<file path="config.mk">
export PLATFORM = sky130hd
export DESIGN_NAME = rns2bin_32_31_21_5
export DESIGN_NICKNAME = d
export VERILOG_FILES = /design/src/rtl/rns2bin_32_31_21_5.sv
export SDC_FILE = /design/constraint.sdc
export NUM_CORES = 1
export LEC_CHECK = 0
export ABC_AREA = 1
export CORE_MARGIN = 8
export CORE_UTILIZATION = 39
export CTS_CLUSTER_DIAMETER = 120
export CTS_CLUSTER_SIZE = 28
export DETAILED_ROUTE_END_ITERATION = 10
export PLACE_DENSITY = 0.59
export SYNTH_ARGS = -nofsm -noshare
export SYNTH_HDL_FRONTEND = slang
export SYNTH_SLANG_ARGS = --single-unit
</file>
<file path="constraint.sdc">
create_clock -name clk -period 27.1 [get_ports clk]
set_input_delay 5.42 -clock clk [delete_from_list [all_inputs] [get_ports clk]]
set_output_delay 5.42 -clock clk [all_outputs]
set_load 0.02 [all_outputs]
</file>
<file path="src/rtl/rns2bin_32_31_21_5.sv">
// Sequential mixed-radix RNS-to-binary converter for the moduli set (32, 31, 21, 5).
// Accepts one residue tuple, emits X in [0, 104159] after four digit/sum steps.
module rns2bin_32_31_21_5 (
  input  logic        clk,
  input  logic        reset,
  input  logic        in_valid,
  output logic        in_ready,
  input  logic [4:0]  res_1,
  input  logic [4:0]  res_2,
  input  logic [4:0]  res_3,
  input  logic [2:0]  res_4,
  output logic        out_valid,
  input  logic        out_ready,
  output logic [16:0] bin_out,
  output logic        ovf,
  output logic        err
);

  localparam int MOD_1 = 32;
  localparam int MOD_2 = 31;
  localparam int MOD_3 = 21;
  localparam int MOD_4 = 5;
  localparam int OUT_W = 17;

  // Mixed-radix weights and the modular inverses of the weights.
  localparam int W_3   = MOD_1 * MOD_2;          // 992
  localparam int W_4   = W_3 * MOD_3;            // 20832
  localparam int INV_3 = 17;                     // (992 mod 21)^-1 mod 21
  localparam int INV_4 = 3;                      // (20832 mod 5)^-1 mod 5
  // Biases are multiples of the modulus large enough to keep differences non-negative.
  localparam int BIAS_3 = 48 * MOD_3;            // 1008 > 31 + 32*30
  localparam int BIAS_4 = 4167 * MOD_4;          // 20835 > 31 + 32*30 + 992*20

  typedef enum logic [2:0] {
    S_IDLE,
    S_A2,
    S_A3,
    S_A4,
    S_SUM,
    S_DONE
  } state_t;

  state_t state_q, state_d;

  logic [4:0]       r1_q, r1_d;
  logic [4:0]       r2_q, r2_d;
  logic [4:0]       r3_q, r3_d;
  logic [2:0]       r4_q, r4_d;
  logic             err_r_q, err_r_d;
  logic [4:0]       a2_q, a2_d;
  logic [4:0]       a3_q, a3_d;
  logic [2:0]       a4_q, a4_d;
  logic [OUT_W-1:0] bin_q, bin_d;
  logic             ovf_q, ovf_d;
  logic             err_q, err_d;
  logic             out_valid_q, out_valid_d;

  logic [4:0]       a2_w;
  logic [4:0]       a3_w;
  logic [2:0]       a4_w;
  logic [OUT_W-1:0] x_w;

  // Digit a1 is r1 itself; each later digit is computed at full 32-bit width
  // and only narrowed after its final reduction.
  assign a2_w = 5'((32'(r2_q) + MOD_2 - 32'(r1_q) % MOD_2) % MOD_2);
  assign a3_w = 5'((((32'(r3_q) + BIAS_3 - 32'(r1_q) - MOD_1 * 32'(a2_q)) % MOD_3)
                    * INV_3) % MOD_3);
  assign a4_w = 3'((((32'(r4_q) + BIAS_4 - 32'(r1_q) - MOD_1 * 32'(a2_q)
                      - W_3 * 32'(a3_q)) % MOD_4) * INV_4) % MOD_4);
  assign x_w  = OUT_W'(r1_q) + OUT_W'(a2_q) * OUT_W'(MOD_1)
              + OUT_W'(a3_q) * OUT_W'(W_3) + OUT_W'(a4_q) * OUT_W'(W_4);

  // NOTE: every signal written below gets a default first, so no path leaves
  // a value unassigned and no latch is inferred.
  always_comb begin
    state_d     = state_q;
    r1_d        = r1_q;
    r2_d        = r2_q;
    r3_d        = r3_q;
    r4_d        = r4_q;
    err_r_d     = err_r_q;
    a2_d        = a2_q;
    a3_d        = a3_q;
    a4_d        = a4_q;
    bin_d       = bin_q;
    ovf_d       = ovf_q;
    err_d       = err_q;
    out_valid_d = out_valid_q;

    unique case (state_q)
      S_IDLE: begin
        if (in_valid) begin
          r1_d    = res_1;
          r2_d    = res_2;
          r3_d    = res_3;
          r4_d    = res_4;
          err_r_d = (32'(res_2) == MOD_2) | (32'(res_3) >= MOD_3) | (32'(res_4) >= MOD_4);
          state_d = S_A2;
        end
      end
      S_A2: begin
        a2_d    = a2_w;
        state_d = S_A3;
      end
      S_A3: begin
        a3_d    = a3_w;
        state_d = S_A4;
      end
      S_A4: begin
        a4_d    = a4_w;
        state_d = S_SUM;
      end
      S_SUM: begin
        if (err_r_q) begin
          bin_d = '0;
          ovf_d = 1'b0;
          err_d = 1'b1;
        end else begin
          bin_d = x_w;
          ovf_d = (x_w >= OUT_W'(65536));
          err_d = 1'b0;
        end
        out_valid_d = 1'b1;
        state_d     = S_DONE;
      end
      S_DONE: begin
        if (out_ready) begin
          out_valid_d = 1'b0;
          state_d     = S_IDLE;
        end
      end
      default: state_d = S_IDLE;
    endcase
  end

  // NOTE: state uses non-blocking assignments so every register samples the
  // pre-edge values, independent of statement order.
  always_ff @(posedge clk or posedge reset) begin
    if (reset) begin
      state_q     <= S_IDLE;
      r1_q        <= '0;
      r2_q        <= '0;
      r3_q        <= '0;
      r4_q        <= '0;
      err_r_q     <= 1'b0;
      a2_q        <= '0;
      a3_q        <= '0;
      a4_q        <= '0;
      bin_q       <= '0;
      ovf_q       <= 1'b0;
      err_q       <= 1'b0;
      out_valid_q <= 1'b0;
    end else begin
      state_q     <= state_d;
      r1_q        <= r1_d;
      r2_q        <= r2_d;
      r3_q        <= r3_d;
      r4_q        <= r4_d;
      err_r_q     <= err_r_d;
      a2_q        <= a2_d;
      a3_q        <= a3_d;
      a4_q        <= a4_d;
      bin_q       <= bin_d;
      ovf_q       <= ovf_d;
      err_q       <= err_d;
      out_valid_q <= out_valid_d;
    end
  end

  assign in_ready  = (state_q == S_IDLE);
  assign out_valid = out_valid_q;
  assign bin_out   = bin_q;
  assign ovf       = ovf_q;
  assign err       = err_q;

endmodule

</file>
==> impl_results.md <==
* Area of all placed cells without fillers at 25100 um^2
* Pins over their slew limit at 0
* Total Neg Setup Slack at -2.36 ns
* Clock insertion delay at the later pin of the skew report at 0.30 ns
* Initial DRC Count at 772
* Total of warnings raised by yosys at 0
* Data required time of the critical path at 27.30 ns
* Launch point of the worst path: r3_q[1]
* Overflow left after global routing at 0
* Number of sinks handled by clock tree synthesis at 54
* Total DRC errors in the routed layout at 0
* Placement row count at 81
* R2R setup slack at -0.49 ns
* Hold_ws at 0.494 ns
* Worst setup SP type: flip-flop
* Synthesized flop and latch total at 54
* Data arrival time of the worst path at 27.79 ns
* Die extent in y at 238 um
* Area of the core at 48700 um^2
* Largest net degree at the start of global routing at 55
* Share of post-route cells with drive strength above 1 at 0.346
* Placer congestion estimate at 0.835
* Final count of negative-setup-slack endpoints at 5
* Floorplan die area at 56600 um^2
* Post-synthesis sequential area ratio at 0.0704
* Wirelength per Cell at 11.3 um
* Vias after detailed routing at 19500
* Depth of the worst register-to-register path at 265
* Worst setup margin at -0.492 ns
* Critical path's largest stage delay at 0.42 ns
* Detailed placer's ending HPWL at 37500 um
* Number of cells on the worst hold path at 2
* Post-synthesis async set-or-reset flop share at 1.00
* Post-synthesis area per instance at 6.17 um^2
* Die boundary width at 238 um
* Inserted Diodes at 0
* Post-synth top flop: sky130_fd_sc_hd__dfrtp_1
* Worst Hold Launch: bin_out[0]
* Number of standard cells after synthesis at 3112
* Number of buffers inserted during clock tree synthesis at 5
* Number of vias per cell after detailed routing at 4.65
* Max frequency at 36.2 MHz
* Total cell area at the placement stage at 22500 um^2
* Effective utilization at floorplan at 0.394
* Outcome: finished with violations
* Global Route Usage Sum at 0.154
* Critical path's most frequent cell: sky130_fd_sc_hd__nand2_4
* CTS tree: done
* Number of top-level design ports at 43
* Area growth from synthesis to layout at 30.9%
* Slew of the pin with the lowest slew margin at 0.880 ns
* Critical path peak fanout at 7
* Number of unique standard cell types used by synthesis at 71
* Shortest period the worst path allows at 27.59 ns
* First-pass GRT wire length at 78300 um
* Synthesized net count at 3356
* Drt pass-1 iters at 6
* Worst hold path endpoint: bin_out[0]
* Count of endpoints failing hold in the final timing report at 0
* Count of nets left with antenna violations after detail routing at 0
* Setup repair after global routing missed its margin: true
* Max Root-Sink Buffers at 2
* Type of the tightest min-delay check: reg -> reg
* WL final at 47400 um
* Setup Skew at 0.0134 ns
* Netlist Area Pre-Place at 19200 um^2
* Violated checks: negative setup slack
* PortBufs at 42
* Number of maximum-capacitance violations at 0
* Share of the clock period used by the worst path at 1.02
* Post-placement worst setup slack at -1.24 ns
* Post-synth EDFFs at 0
* Worst R2R End: a3_q[0]
* Master of the slowest instance on the critical path: sky130_fd_sc_hd__dfrtp_1
* Root buffer selected by CTS: sky130_fd_sc_hd__clkbuf_16
* Via count of the first global-routing pass at 18300
* Type of the worst setup path: reg -> reg
* Number of antenna violations at the first check in global routing at 0
* Worst slew margin at 0.411
* Number of levels the H-tree was split into at 2
* Number of nets in the finished design at 3781
* Crit end category: flip-flop
* Origin of the critical flop-to-flop path: r3_q[1]
* Clock-pin slew on the worst setup and hold paths at 0.08 ns
-- state kept, by name, summed over array words and instances (netlist names), 5 cells and up --
signal	count
r2_q	5
a2_q	5
bin_out	17
r3_q	5
r1_q	5
a3_q	5
-- cell families after synthesis --
group           Yosys count  synth area share
simple gates           1707             0.454
mux                       1          0.000587
xor+xnor                178            0.0847
buf+inv                 599             0.123
flops                    54            0.0704
compound gates          351             0.112
fa+ha+maj               222             0.155
-- stage by stage --
stage          instances   util
2_1_floorplan       3112      -
3_3_place_gp        4087  0.461
3_5_place_dp        4087  0.461
4_1_cts             4147  0.480
5_1_grt             4202  0.515
6_report            4202  0.515
-- timing repair --
item | in CTS | in global routing
hold buffers | 0 | 0
pin swaps | 75 | 204
setup endpoints to repair | 5 | 8
gates resized for setup | 86 | 303
buffers inserted | 52 | 55
gates cloned | 0 | 0
-- worst max-delay path, delay by kind of cell (launching register included) --
| family | cells | cell delay [ns] |
|---|---|---|
| xor gates and xnor gates | 14 | 2.30 |
| AOI/OAI and AO/OA | 27 | 3.72 |
| adders and majority gates | 10 | 2.60 |
| DFF | 1 | 0.42 |
| buffers and inverters | 36 | 2.52 |
| and+or+nand+nor | 178 | 15.89 |
-- cell type report --
cell class                 instances  area [um^2]
multi-input combinational       2459        17100
clock inverter                     3         25.0
tap                              664          831
timing repair buffer             433         3400
sequential                        54         1350
clock buffer                       5          125
inverter                         584         2270
fill                            4797        23600
-- cells in the mapped netlist (4+ instances only) --
library cell / count / area [um^2]
sky130_fd_sc_hd__o21a_1: 6 / 45.0
sky130_fd_sc_hd__nand2_4: 60 / 676
sky130_fd_sc_hd__o211ai_1: 7 / 52.6
sky130_fd_sc_hd__nand3_1: 289 / 1450
sky130_fd_sc_hd__nor2_4: 12 / 135
sky130_fd_sc_hd__o22ai_1: 5 / 31.3
sky130_fd_sc_hd__a21oi_4: 4 / 65.1
sky130_fd_sc_hd__and2_1: 4 / 25.0
sky130_fd_sc_hd__xor2_2: 8 / 130
sky130_fd_sc_hd__clkinv_2: 4 / 20.0
sky130_fd_sc_hd__xor2_1: 132 / 1160
sky130_fd_sc_hd__o21ai_1: 29 / 145
sky130_fd_sc_hd__or2_2: 4 / 25.0
sky130_fd_sc_hd__xnor2_1: 37 / 324
sky130_fd_sc_hd__a21oi_1: 116 / 581
sky130_fd_sc_hd__nand3_2: 44 / 440
sky130_fd_sc_hd__o21ai_0: 105 / 526
sky130_fd_sc_hd__a31oi_1: 8 / 50.1
sky130_fd_sc_hd__inv_1: 484 / 1820
sky130_fd_sc_hd__nand4_1: 44 / 275
sky130_fd_sc_hd__nor2_1: 164 / 616
sky130_fd_sc_hd__ha_1: 195 / 2440
sky130_fd_sc_hd__nor3_1: 22 / 110
sky130_fd_sc_hd__o21bai_1: 6 / 45.0
sky130_fd_sc_hd__a211oi_1: 6 / 45.0
sky130_fd_sc_hd__dfrtp_1: 54 / 1350
sky130_fd_sc_hd__and2_2: 5 / 37.5
sky130_fd_sc_hd__fa_1: 27 / 541
sky130_fd_sc_hd__inv_2: 78 / 293
sky130_fd_sc_hd__nor2_2: 27 / 169
sky130_fd_sc_hd__nand3b_1: 15 / 113
sky130_fd_sc_hd__nand2_2: 270 / 1690
sky130_fd_sc_hd__o21ai_2: 19 / 166
sky130_fd_sc_hd__o31ai_1: 7 / 52.6
sky130_fd_sc_hd__nand3_4: 5 / 87.6
sky130_fd_sc_hd__nand2_1: 728 / 2730
sky130_fd_sc_hd__bufinv_8: 4 / 70.1
sky130_fd_sc_hd__a21oi_2: 8 / 70.1
sky130_fd_sc_hd__clkinv_1: 13 / 48.8
sky130_fd_sc_hd__clkbuf_1: 10 / 37.5
-- worst max-delay path by stage --
stage,to,cells after the start
final,a3_q[0],265
after floorplan,a3_q[2],267
after detailed placement,a3_q[4],266
after CTS,a3_q[4],274
after global placement,a3_q[2],260
after global routing,a3_q[0],268
-- layout by cell type (no fill, tap or decap), drive strengths merged, types with 6 or more instances in the layout --
cell           count
a211oi             6
a21oi            128
a31oi              9
and2              12
buf              391
clkdlybuf4s50     42
clkinv            14
dfrtp             54
fa                27
ha               195
inv              568
nand2           1058
nand3            338
nand3b            15
nand4             46
nor2             204
nor3              24
o211ai             9
o21a               6
o21ai            156
o21bai             6
o31ai              8
xnor2             38
xor2             140
-- layer usage --
layer | vias up | wire [um] | GRT usage
li1 | 10700 | - | -
met1 | 8640 | 23100 | 0.205
met2 | 142 | 22800 | 0.277
met3 | 44 | 650 | 0.00531
met4 | 0 | 872 | 0.0309
met5 | - | 0 | 0
Power is not shown: default switching activity piles up to over one toggle a cycle in this logic, so the estimate is an artifact.
